--- src/rtl/comando_botoes.sv ---
// Pushbutton front-end: sync + debounce two active-low buttons into sticky up/down requests.
// Define COMANDO_AUTO_REPEAT_EN to emit repeated press events while a button stays held.
module comando_botoes #(
  parameter int unsigned DEBOUNCE_CYCLES = 1000000,
  parameter int unsigned REPEAT_CYCLES   = 50000000
) (
  input  logic       clk50mhz,
  input  logic       reset,
  input  logic       btn_up_n,
  input  logic       btn_down_n,
  input  logic       tick,
  output logic       up,
  output logic       down,
  output logic [1:0] press_evt
);

  localparam int unsigned CntW = $clog2(DEBOUNCE_CYCLES + 1);
  localparam logic [CntW-1:0] CntLast = CntW'(DEBOUNCE_CYCLES - 1);

  typedef enum logic [1:0] {
    StIdle,
    StCheckPress,
    StHeld,
    StCheckRelease
  } deb_state_e;

  // Bit 1 is the up button, bit 0 the down button throughout.
  logic [1:0] raw;
  logic [1:0] sync1_q;
  logic [1:0] sync2_q;
  logic [1:0] evt;

  assign raw = {btn_up_n, btn_down_n};

  always_ff @(posedge clk50mhz) begin
    if (reset) begin
      sync1_q <= 2'b11;
      sync2_q <= 2'b11;
    end else begin
      sync1_q <= raw;
      sync2_q <= sync1_q;
    end
  end

  for (genvar b = 0; b < 2; b++) begin : g_btn
    deb_state_e      state_q, state_d;
    logic [CntW-1:0] cnt_q, cnt_d;
    logic            pressed;
    logic            deb_evt;

    assign pressed = ~sync2_q[b];

    always_ff @(posedge clk50mhz) begin
      if (reset) begin
        state_q <= StIdle;
        cnt_q   <= '0;
      end else begin
        state_q <= state_d;
        cnt_q   <= cnt_d;
      end
    end

    always_comb begin
      state_d = state_q;
      cnt_d   = cnt_q;
      deb_evt = 1'b0;
      case (state_q)
        StIdle: begin
          if (pressed) begin
            state_d = StCheckPress;
            cnt_d   = '0;
          end
        end
        StCheckPress: begin
          if (!pressed) begin
            state_d = StIdle;
          end else if (cnt_q == CntLast) begin
            state_d = StHeld;
            deb_evt = 1'b1;
          end else begin
            cnt_d = cnt_q + CntW'(1);
          end
        end
        StHeld: begin
          if (!pressed) begin
            state_d = StCheckRelease;
            cnt_d   = '0;
          end
        end
        StCheckRelease: begin
          if (pressed) begin
            state_d = StHeld;
          end else if (cnt_q == CntLast) begin
            state_d = StIdle;
          end else begin
            cnt_d = cnt_q + CntW'(1);
          end
        end
        default: state_d = StIdle;
      endcase
    end

`ifdef COMANDO_AUTO_REPEAT_EN
    localparam int unsigned RepW = $clog2(REPEAT_CYCLES + 1);
    localparam logic [RepW-1:0] RepLast = RepW'(REPEAT_CYCLES - 1);

    logic [RepW-1:0] rep_q, rep_d;
    logic            rep_evt;

    // Runs only in HELD, so a bouncing release pauses rather than restarts the period.
    always_comb begin
      rep_d   = rep_q;
      rep_evt = 1'b0;
      if (state_q == StHeld) begin
        if (rep_q == RepLast) begin
          rep_evt = 1'b1;
          rep_d   = '0;
        end else begin
          rep_d = rep_q + RepW'(1);
        end
      end
      if (deb_evt) begin
        rep_d = '0;
      end
    end

    always_ff @(posedge clk50mhz) begin
      if (reset) begin
        rep_q <= '0;
      end else begin
        rep_q <= rep_d;
      end
    end

    assign evt[b] = deb_evt | rep_evt;
`else
    assign evt[b] = deb_evt;
`endif
  end

  logic       up_q, up_d;
  logic       down_q, down_d;
  logic [1:0] press_evt_q;

  // A press landing in the tick cycle wins, so it is presented at the next tick.
  always_comb begin
    up_d   = up_q;
    down_d = down_q;
    if (evt[1]) begin
      up_d = 1'b1;
    end else if (tick) begin
      up_d = 1'b0;
    end
    if (evt[0]) begin
      down_d = 1'b1;
    end else if (tick) begin
      down_d = 1'b0;
    end
  end

  always_ff @(posedge clk50mhz) begin
    if (reset) begin
      up_q        <= 1'b0;
      down_q      <= 1'b0;
      press_evt_q <= 2'b00;
    end else begin
      up_q        <= up_d;
      down_q      <= down_d;
      press_evt_q <= evt;
    end
  end

  assign up        = up_q;
  assign down      = down_q;
  assign press_evt = press_evt_q;

endmodule

--- config.mk ---
export PLATFORM = sky130hd
export DESIGN_NAME = comando_botoes
export DESIGN_NICKNAME = d
export VERILOG_FILES = /design/src/rtl/comando_botoes.sv
export SDC_FILE = /design/constraint.sdc
export NUM_CORES = 1
export LEC_CHECK = 0
export CAP_MARGIN = 20
export CORE_MARGIN = 1
export CORE_UTILIZATION = 35
export CTS_CLUSTER_DIAMETER = 40
export DETAILED_ROUTE_END_ITERATION = 10
export SLEW_MARGIN = 0
export SYNTH_ARGS = -nofsm -noshare
export SYNTH_HDL_FRONTEND = slang
export SYNTH_SLANG_ARGS = --single-unit
--- constraint.sdc ---
create_clock -name clk50mhz -period 4.9 [get_ports clk50mhz]
set_input_delay 0.98 -clock clk50mhz [delete_from_list [all_inputs] [get_ports clk50mhz]]
set_output_delay 0.98 -clock clk50mhz [all_outputs]
set_load 0.01 [all_outputs]
==> results of run 1 <==
## logic make-up (layout without fill, tap and decap cells)
family	Yosys count	in the layout	synth area share
fa+ha+maj	2	2	0.0106
compound gates	36	36	0.109
simple gates	141	141	0.313
buf+inv	11	23	0.0196
flops	52	52	0.441
xor+xnor	29	29	0.108
## per-layer routing
metal / wire length (microns) / global-route usage / vias to the layer above
met2: 1980 / 0.209 / 29
met4: 77 / 0.0549 / 0
met5: 0 / 0 / -
li1: - / - / 997
met3: 189 / 0.0285 / 8
met1: 2440 / 0.206 / 897
## cells in the final DEF, fill, tap and decap left out, drive strengths merged, types with 4 or more instances in the layout
cell type       n
buf             4
dfxtp          52
clkbuf          5
nor2           42
or4             8
nor3            9
xnor2           9
nand3          19
nand4          12
a21oi           7
o21ai           4
clkdlybuf4s50   8
and4            4
o211ai          4
nor4            5
nand2          22
or2             7
xor2           20
## final cells by class
type	count	area, sq um	area share
Multi-Input combinational cell	208	1270	0.485
Clock buffer	5	68.8	0.0262
Clock inverter	3	23.8	0.00904
Sequential cell	52	1040	0.396
Timing Repair Buffer	12	114	0.0433
Inverter	3	11.3	0.00428
Tap cell	77	96.3	0.0366
## per-stage QoR
step | setup slack [ns] | hold WS, ns
after detailed placement | 2.29 | 0.398
after global routing | 2.25 | 0.451
after CTS | 2.46 | 0.423
after floorplan | 2.96 | 0.389
final | 2.45 | 0.420
after global placement | 2.29 | 0.400
## power by group through the flow
| stage | Clock, mW | Combinational [mW] | Sequential, mW |
|---|---|---|---|
| floorplan | 0 | 0.0137 | 0.436 |
| global placement | 0 | 0.0220 | 0.437 |
| detailed placement | 0 | 0.0236 | 0.437 |
| CTS | 0.255 | 0.0236 | 0.427 |
| global route | 0.273 | 0.0262 | 0.428 |
| finish | 0.249 | 0.0232 | 0.427 |
## worst max-delay path by stage
| stage | cells past startpoint | slack (ns) | to |
|---|---|---|---|
| final | 7 | 2.45 | g_btn[1].cnt_q[2] |
| after global routing | 7 | 2.25 | g_btn[1].cnt_q[2] |
| after CTS | 7 | 2.46 | g_btn[1].cnt_q[2] |
| after detailed placement | 6 | 2.29 | g_btn[0].cnt_q[4] |
| after global placement | 6 | 2.29 | g_btn[1].cnt_q[11] |
| after floorplan | 6 | 2.96 | down |
## registers in the layout, summed over array words and instances (netlist names), named ones only
register       count
g_btn.cnt_q       40
up                 1
g_btn.state_q      2
sync2_q            2
sync1_q            2
down               1
press_evt          2
## worst reg2reg max path: stages (launching register included)
cell	delay [ns]
dfxtp_1	0.38
nor4b_1	0.35
nand4_1	0.46
o21ai_0	0.31
buf_4	0.22
o21bai_1	0.21
buf_6	0.22
a311oi_1	0.22
==> impl_metrics.toml, run 1 <==
[place]
placed_area_sq_mm = 0.00254
hpwlAfterDp_mm = 3.28
dp_cells = 352
globalplace.congestion = 0.839
io_buffer_count = 8

[synth]
synth.distinct_cells = 44
yosys.area.top_type = "dfxtp_1"
synth_fp_nets = 278
synth.most_common_cell = "dfxtp_1"
yosysTopAreaCellShare = 0.441
synth_sequential_area_ratio = 0.441
yosys_warnings = 0
synth_commonest_cells = "52 x dfxtp_1, 42 x nor2_1, 22 x nand2_1"
dominantRegCellSynth = "dfxtp_1"
syn_inst = 271
number_of_register_bits_inferred_by_synthesis = 52
synth_top_cells_by_area = "dfxtp_1 44%, xor2_1 7.4%, nor2_1 6.7%, nand3_1 4.0%, nand2_1 3.5%"
synthesis.area_sq_mm = 0.00236
post_synth_edffs = 0
synth.avg_cell_area_sq_um = 8.71
synth_async_sr_flop_share = 0

[route]
vias = 1931
final_antenna_net_count = 0
first_iter_violations = 68
remaining_drc_errors = 0
drt-pass1-iter-count = 4
average_wire_length_per_cell_after_detail_routing_microns = 13.0
vias_per_cell = 5.36
routed_wl_mm = 4.69

[timing]
setup-violations-final = 0
hold_viol_final = 0
min_period_ns = 2.45
final-max-slew-violation-count = 0
pin_slew_with_the_least_headroom_to_its_limit_ns = 0.901
fin_setup_tns_ns = 0
timing.slew.headroom = 0.395
setup_repair_after_global_routing_missed_its_margin = "false"
finalClockSkew_ns = 0.00685
fmaxAchievable_ghz = 0.408
finalCritPeriodShare = 0.501

[final_layout]
num-nets-final = 289
layout.filler_cells = 625
num_antenna_cells = 0
synthToLayoutAreaGrowth_pct = 11.3
final_layout_size_suffix_gt1_frac = 0.0813
postLayoutCellArea_sq_mm = 0.00263
post-route-util = 0.409
layoutNonFillerInstCount = 360

[setup_path]
timing.reg2reg.setup_slack_ns = 2.45
critPathTopFamily = "simple AND/OR/NAND/NOR gates"
r2r-end = "g_btn[1].cnt_q[2]"
critical_path_peak_fanout = 12
cpPeakStageDelay_ns = 0.46
ff2ff_path_depth = 7
cp_arrival_ns = 2.68
critical_path.slowest_cell = "nand4_1"
timing.critical_path.from = "g_btn[1].cnt_q[7]"
regToRegStartpoint = "g_btn[1].cnt_q[7]"
timing.critical_path.buf_inv = 2
startpoint_class = "flip-flop"
worst-endpoint-required_ns = 5.12
critical_path.cell_chain = "nor4b_1 -> nand4_1 -> o21ai_0 -> buf_4 -> o21bai_1 -> buf_6 -> a311oi_1"
worst-setup-path-type = "flip-flop to flip-flop"
critPathCaptureType = "flip-flop"

[global_route]
grt_pass1_wl_mm = 8.17
maximum_number_of_pins_on_one_net_before_global_route_repair = 21
gr-total-overflow = 0
grt_pass1_vias = 1672
grt_usage = 0.143
antenna_violations_before_repair = 0

[flow_run]
max_cap_viol_count = 0

[clock_tree]
postCtsHoldBufs = 0
clock_path_buffers = 2
worst_skew_pair.late_latency_ns = 0.31
clock-root-buffer = "clkbuf_8"
clock-sinks = 52
cts_tree = "built"
post_cts_resized = 0
htreeDepth = 2
cts.repair_timing.setup_buffer_count = 0
clk_pin_slew_ns = 0.10
cts_buffers = 5

[die]
die_area_sq_mm = 0.00708
die_w_microns = 84.1
fp.coreArea_sq_mm = 0.00642
start_util = 0.368
floorplan.io_pins = 9
chipHeight_microns = 84.1
fp-row-count = 29

[power]
p_sw_frac = 0.234
vdd.ir_drop.worst_mv = 0.194
share_seq_of_total_power = 0.611
total_leakage_power_nw = 0.874
design_power_total_mw = 0.699
p_comb_frac = 0.033
total_switching_power_mw = 0.164
clock_power_share = 0.356
p_int_mw = 0.535
cellPowerDensity_mw_per_mm2 = 266

[worst_hold_path]
hold_path.startpoint = "sync1_q[1]"
count_of_cells_along_the_worst_hold_path = 1
timing.hold.worst.class = "flip-flop to flip-flop"
hold_endpoint = "sync2_q[1]"

[run_status]
outcome = "finished clean"
No activity file was read; power rests on OpenSTA's default activity.
==> run 2, diff against run 1 <==
==> constraint.sdc (replaced) <==
create_clock -name clk50mhz -period 2.4 [get_ports clk50mhz]
set_input_delay 0.48 -clock clk50mhz [delete_from_list [all_inputs] [get_ports clk50mhz]]
set_output_delay 0.48 -clock clk50mhz [all_outputs]
set_load 0.01 [all_outputs]
==> run 2 against run 1 <==
Against the previous run: global-route usage decreased by 0.72 points; register-to-register slack worse by 2.2 ns; sequential power is 100% higher; critical path depth fell by 1; die area is the same; power increased by 100%; largest cell class unchanged; sequential share of layout area shrank 0.41 points; via count shrank 1.8%.
==> impl_metrics.toml, run 2 (synthesis results as in run 1) <==
[die]
fp-row-count = 29
fp.coreArea_sq_mm = 0.00642
floorplan.io_pins = 9
die_area_sq_mm = 0.00708
chipHeight_microns = 84.1
start_util = 0.368
die_w_microns = 84.1

[clock_tree]
clock-root-buffer = "clkbuf_8"
htreeDepth = 2
worst_skew_pair.late_latency_ns = 0.31
cts.repair_timing.setup_buffer_count = 0
clock_path_buffers = 2
postCtsHoldBufs = 0
clock-sinks = 52
post_cts_resized = 0
cts_tree = "built"
clk_pin_slew_ns = 0.09
cts_buffers = 5

[setup_path]
worst-setup-path-type = "flip-flop to flip-flop"
worst-endpoint-required_ns = 2.65
critical_path_peak_fanout = 6
critPathCaptureType = "flip-flop"
startpoint_class = "flip-flop"
cp_arrival_ns = 2.39

[place]
dp_cells = 357
globalplace.congestion = 0.805
hpwlAfterDp_mm = 3.20
pre_cts_ws_ns = 0.309
io_buffer_count = 8

[final_layout]
synthToLayoutAreaGrowth_pct = 12.5
regMostFlops = "g_btn.cnt_q"
num_antenna_cells = 0
leading_cell_types_in_the_layout_fill_and_taps_excluded = "52 x dfxtp_1, 42 x nor2_1, 22 x nand2_1"
post-route-util = 0.414
layout.filler_cells = 619
layoutNonFillerInstCount = 365
flip_flop_count_of_the_largest_register_all_copies_and_words_added = 40
layout_commonest_cell = "dfxtp_1"
num-nets-final = 294
final_layout_size_suffix_gt1_frac = 0.0938

[timing]
setup_repair_after_global_routing_missed_its_margin = "false"
pin_slew_with_the_least_headroom_to_its_limit_ns = 0.518
layout_setup_ws_ns = 0.254
setup-violations-final = 0
finalCritPeriodShare = 0.894
final-max-slew-violation-count = 0
finalClockSkew_ns = 0.0171
min_period_ns = 2.15
fin_setup_tns_ns = 0
fmaxAchievable_ghz = 0.466
timing.slew.headroom = 0.651
hold_viol_final = 0

[route]
drt-pass1-iter-count = 4
routed_wl_mm = 4.45
vias = 1896
average_wire_length_per_cell_after_detail_routing_microns = 12.2
vias_per_cell = 5.19
final_antenna_net_count = 0
remaining_drc_errors = 0
first_iter_violations = 72

[power]
design_power_total_mw = 1.41
vdd.ir_drop.worst_mv = 0.343
p_sw_frac = 0.226
total_switching_power_mw = 0.319
p_int_mw = 1.09
share_seq_of_total_power = 0.617
total_leakage_power_nw = 0.903
clock_power_share = 0.350
cellPowerDensity_mw_per_mm2 = 532
p_comb_frac = 0.033

[global_route]
grt_pass1_wl_mm = 7.90
grt_usage = 0.136
grt_pass1_vias = 1756
maximum_number_of_pins_on_one_net_before_global_route_repair = 20
antenna_violations_before_repair = 0
gr-total-overflow = 0

[worst_hold_path]
timing.hold.worst.class = "flip-flop to flip-flop"

[run_status]
outcome = "finished clean"

[flow_run]
max_cap_viol_count = 0
[run 2: changes by cell type in the layout (fill, tap and decap cells not counted)]
cell / previous run / this run
clkinv_2: 0 / 1
inv_6: 0 / 1
clkinv_4: 1 / 0
clkbuf_1: 0 / 1
buf_4: 3 / 9
buf_6: 1 / 0
clkinvlp_4: 2 / 0
[run 2: metrics by stage]
step,hold slack (ns),area (sq um)
3_5_place_dp,0.396,2570
3_3_place_gp,0.397,2570
4_1_cts,0.421,2660
6_report,0.416,2660
2_1_floorplan,0.389,2360
5_1_grt,0.437,2660
[run 2: cell type report]
| cell class | count | area (sq um) | area share |
|---|---|---|---|
| Tap cell | 77 | 96.3 | 0.0363 |
| Clock inverter | 2 | 13.8 | 0.00518 |
| Inverter | 3 | 11.3 | 0.00424 |
| Multi-Input combinational cell | 208 | 1270 | 0.480 |
| Clock buffer | 6 | 72.6 | 0.0273 |
| Sequential cell | 52 | 1040 | 0.392 |
| Timing Repair Buffer | 17 | 148 | 0.0556 |
[run 2: routing by layer]
layer	global-route usage	vias up	routed length [microns]
met4	0.0470	0	61
met3	0.0265	7	91
met5	0	-	0
met2	0.210	17	1920
met1	0.189	865	2370
li1	-	1007	-
[run 2: critical path, cell delays in order, from the launching register on]
cell,delay (ns)
dfxtp_1,0.44
ha_1,0.25
inv_1,0.10
or4_4,0.57
or2_1,0.24
or3_1,0.36
a21oi_2,0.13
[run 2: power by group through the flow]
stage / Combinational, mW / Sequential [mW] / Clock [mW]
floorplan: 0.0280 / 0.891 / 0
global placement: 0.0475 / 0.892 / 0
detailed placement: 0.0474 / 0.892 / 0
CTS: 0.0475 / 0.872 / 0.523
global route: 0.0523 / 0.873 / 0.555
finish: 0.0472 / 0.872 / 0.494
[run 2: path summary, 6_finish.rpt]
kind                     end         startpoint  depth (start not counted)  slack [ns]
hold / removal    sync2_q[0]         sync1_q[0]                          1        0.42
setup reg to reg        down  g_btn[0].cnt_q[0]                          6        0.25
setup / recovery        down  g_btn[0].cnt_q[0]                          6        0.25
hold reg to reg   sync2_q[0]         sync1_q[0]                          1        0.42
==> run 3, diff against run 2 <==
--- a/config.mk
+++ b/config.mk
@@ -5,6 +5,7 @@
 export SDC_FILE = /design/constraint.sdc
 export NUM_CORES = 1
 export LEC_CHECK = 0
+export ABC_CLOCK_PERIOD_IN_PS = 2000
 export CAP_MARGIN = 20
 export CORE_MARGIN = 1
 export CORE_UTILIZATION = 35
==> constraint.sdc (replaced) <==
create_clock -name clk50mhz -period 2 [get_ports clk50mhz]
set_input_delay 0.4 -clock clk50mhz [delete_from_list [all_inputs] [get_ports clk50mhz]]
set_output_delay 0.4 -clock clk50mhz [all_outputs]
set_load 0.01 [all_outputs]
==> run 3 against run 2 <==
Against the previous run: design area rose by 5.7%; cell count rose by 3.3%; power rose by 29%; setup slack got worse by 0.16 ns; worst hold slack improved by 0.0014 ns; non-clock buffer count rose by 12; highest routed layer unchanged.
==> impl_metrics.toml, run 3 (synthesis results as in run 1) <==
[run_status]
outcome = "finished clean"

[timing]
final-max-slew-violation-count = 0
pin_slew_with_the_least_headroom_to_its_limit_ns = 0.473
setup-violations-final = 0
fin_setup_tns_ns = 0
fmaxAchievable_ghz = 0.525
setup_repair_after_global_routing_missed_its_margin = "false"
hold_viol_final = 0
finalClockSkew_ns = 0.0108
layout_setup_ws_ns = 0.0968
finalCritPeriodShare = 0.952
min_period_ns = 1.90
timing.slew.headroom = 0.681

[place]
dp_cells = 369
io_buffer_count = 8
placed_area_sq_mm = 0.00266
globalplace.congestion = 0.852
hpwlAfterDp_mm = 3.50
pre_cts_ws_ns = 0.0596

[final_layout]
num-nets-final = 306
leading_cell_types_in_the_layout_fill_and_taps_excluded = "49 x dfxtp_1, 42 x nor2_1, 22 x nand2_1"
flip_flop_count_of_the_largest_register_all_copies_and_words_added = 40
final_layout_size_suffix_gt1_frac = 0.153
num_antenna_cells = 0
regMostFlops = "g_btn.cnt_q"
post-route-util = 0.437
synthToLayoutAreaGrowth_pct = 18.9
layout_commonest_cell = "dfxtp_1"
postLayoutCellArea_sq_mm = 0.00281
layoutNonFillerInstCount = 377

[global_route]
grt_pass1_wl_mm = 8.44
grt_usage = 0.148
gr-total-overflow = 0
grt_pass1_vias = 1859
antenna_violations_before_repair = 0
maximum_number_of_pins_on_one_net_before_global_route_repair = 20

[die]
die_area_sq_mm = 0.00708
chipHeight_microns = 84.1
floorplan.io_pins = 9
die_w_microns = 84.1
start_util = 0.368
fp.coreArea_sq_mm = 0.00642
fp-row-count = 29

[setup_path]
worst-setup-path-type = "flip-flop to flip-flop"
cpPeakStageDelay_ns = 0.55
cp_arrival_ns = 2.14
critical_path.slowest_cell = "or4_4"
critPathTopFamily = "simple AND/OR/NAND/NOR gates"
worst-endpoint-required_ns = 2.24
critical_path.cell_chain = "ha_4 -> inv_1 -> or4_4 -> or2_1 -> or3_4 -> a21oi_2"
critPathCaptureType = "flip-flop"
timing.reg2reg.setup_slack_ns = 0.1
timing.critical_path.buf_inv = 1
critical_path_peak_fanout = 4
startpoint_class = "flip-flop"

[route]
average_wire_length_per_cell_after_detail_routing_microns = 13.3
routed_wl_mm = 5.00
vias_per_cell = 5.39
final_antenna_net_count = 0
vias = 2031
remaining_drc_errors = 0
first_iter_violations = 123
drt-pass1-iter-count = 4

[power]
vdd.ir_drop.worst_mv = 0.404
total_leakage_power_nw = 0.978
cellPowerDensity_mw_per_mm2 = 651

[clock_tree]
cts_buffers = 5
cts_tree = "built"
clock_path_buffers = 2
clk_pin_slew_ns = 0.09
clock-sinks = 52
htreeDepth = 2
clock-root-buffer = "clkbuf_8"
worst_skew_pair.late_latency_ns = 0.31

[worst_hold_path]
timing.hold.worst.class = "flip-flop to flip-flop"

[flow_run]
max_cap_viol_count = 0
## run 3: path summary, 6_finish.rpt
kind | startpoint | endpoint | cells past startpoint
min reg2reg | sync1_q[0] | sync2_q[0] | 1
max reg2reg | g_btn[0].cnt_q[0] | down | 6
min | sync1_q[0] | sync2_q[0] | 1
max | g_btn[0].cnt_q[0] | down | 6
## run 3: power by group
part / internal (mW) / switching (mW)
clock: 0.371 / 0.351
combinational: 0.0241 / 0.0361
sequential: 1.04 / 0.00529
total: 1.44 / 0.393
## run 3: repair_timing
action	in CTS	in global routing
setup buffers	0	0
resized for setup	0	9
hold buffers	0	0
setup endpoints to repair	0	8
endpoints found under the hold margin	0	0
## run 3: layout make-up
class	count	area [sq um]
Clock inverter	3	42.5
Timing Repair Buffer	29	238
Multi-Input combinational cell	208	1310
Sequential cell	52	1040
Inverter	3	11.3
Fill cell	628	3610
Clock buffer	5	68.8
Tap cell	77	96.3
## run 3: per-layer routing
metal | part of all wire | track usage
met5 | 0 | 0
met4 | 0.011 | 0.0580
met3 | 0.031 | 0.0275
met2 | 0.46 | 0.236
met1 | 0.50 | 0.199
## run 3: metrics by stage
stage / total power, mW / hold WS (ns)
2_1_floorplan: 1.10 / 0.389
5_1_grt: 1.90 / 0.431
6_report: 1.83 / 0.417
3_5_place_dp: 1.13 / 0.398
4_1_cts: 1.86 / 0.421
3_3_place_gp: 1.13 / 0.399
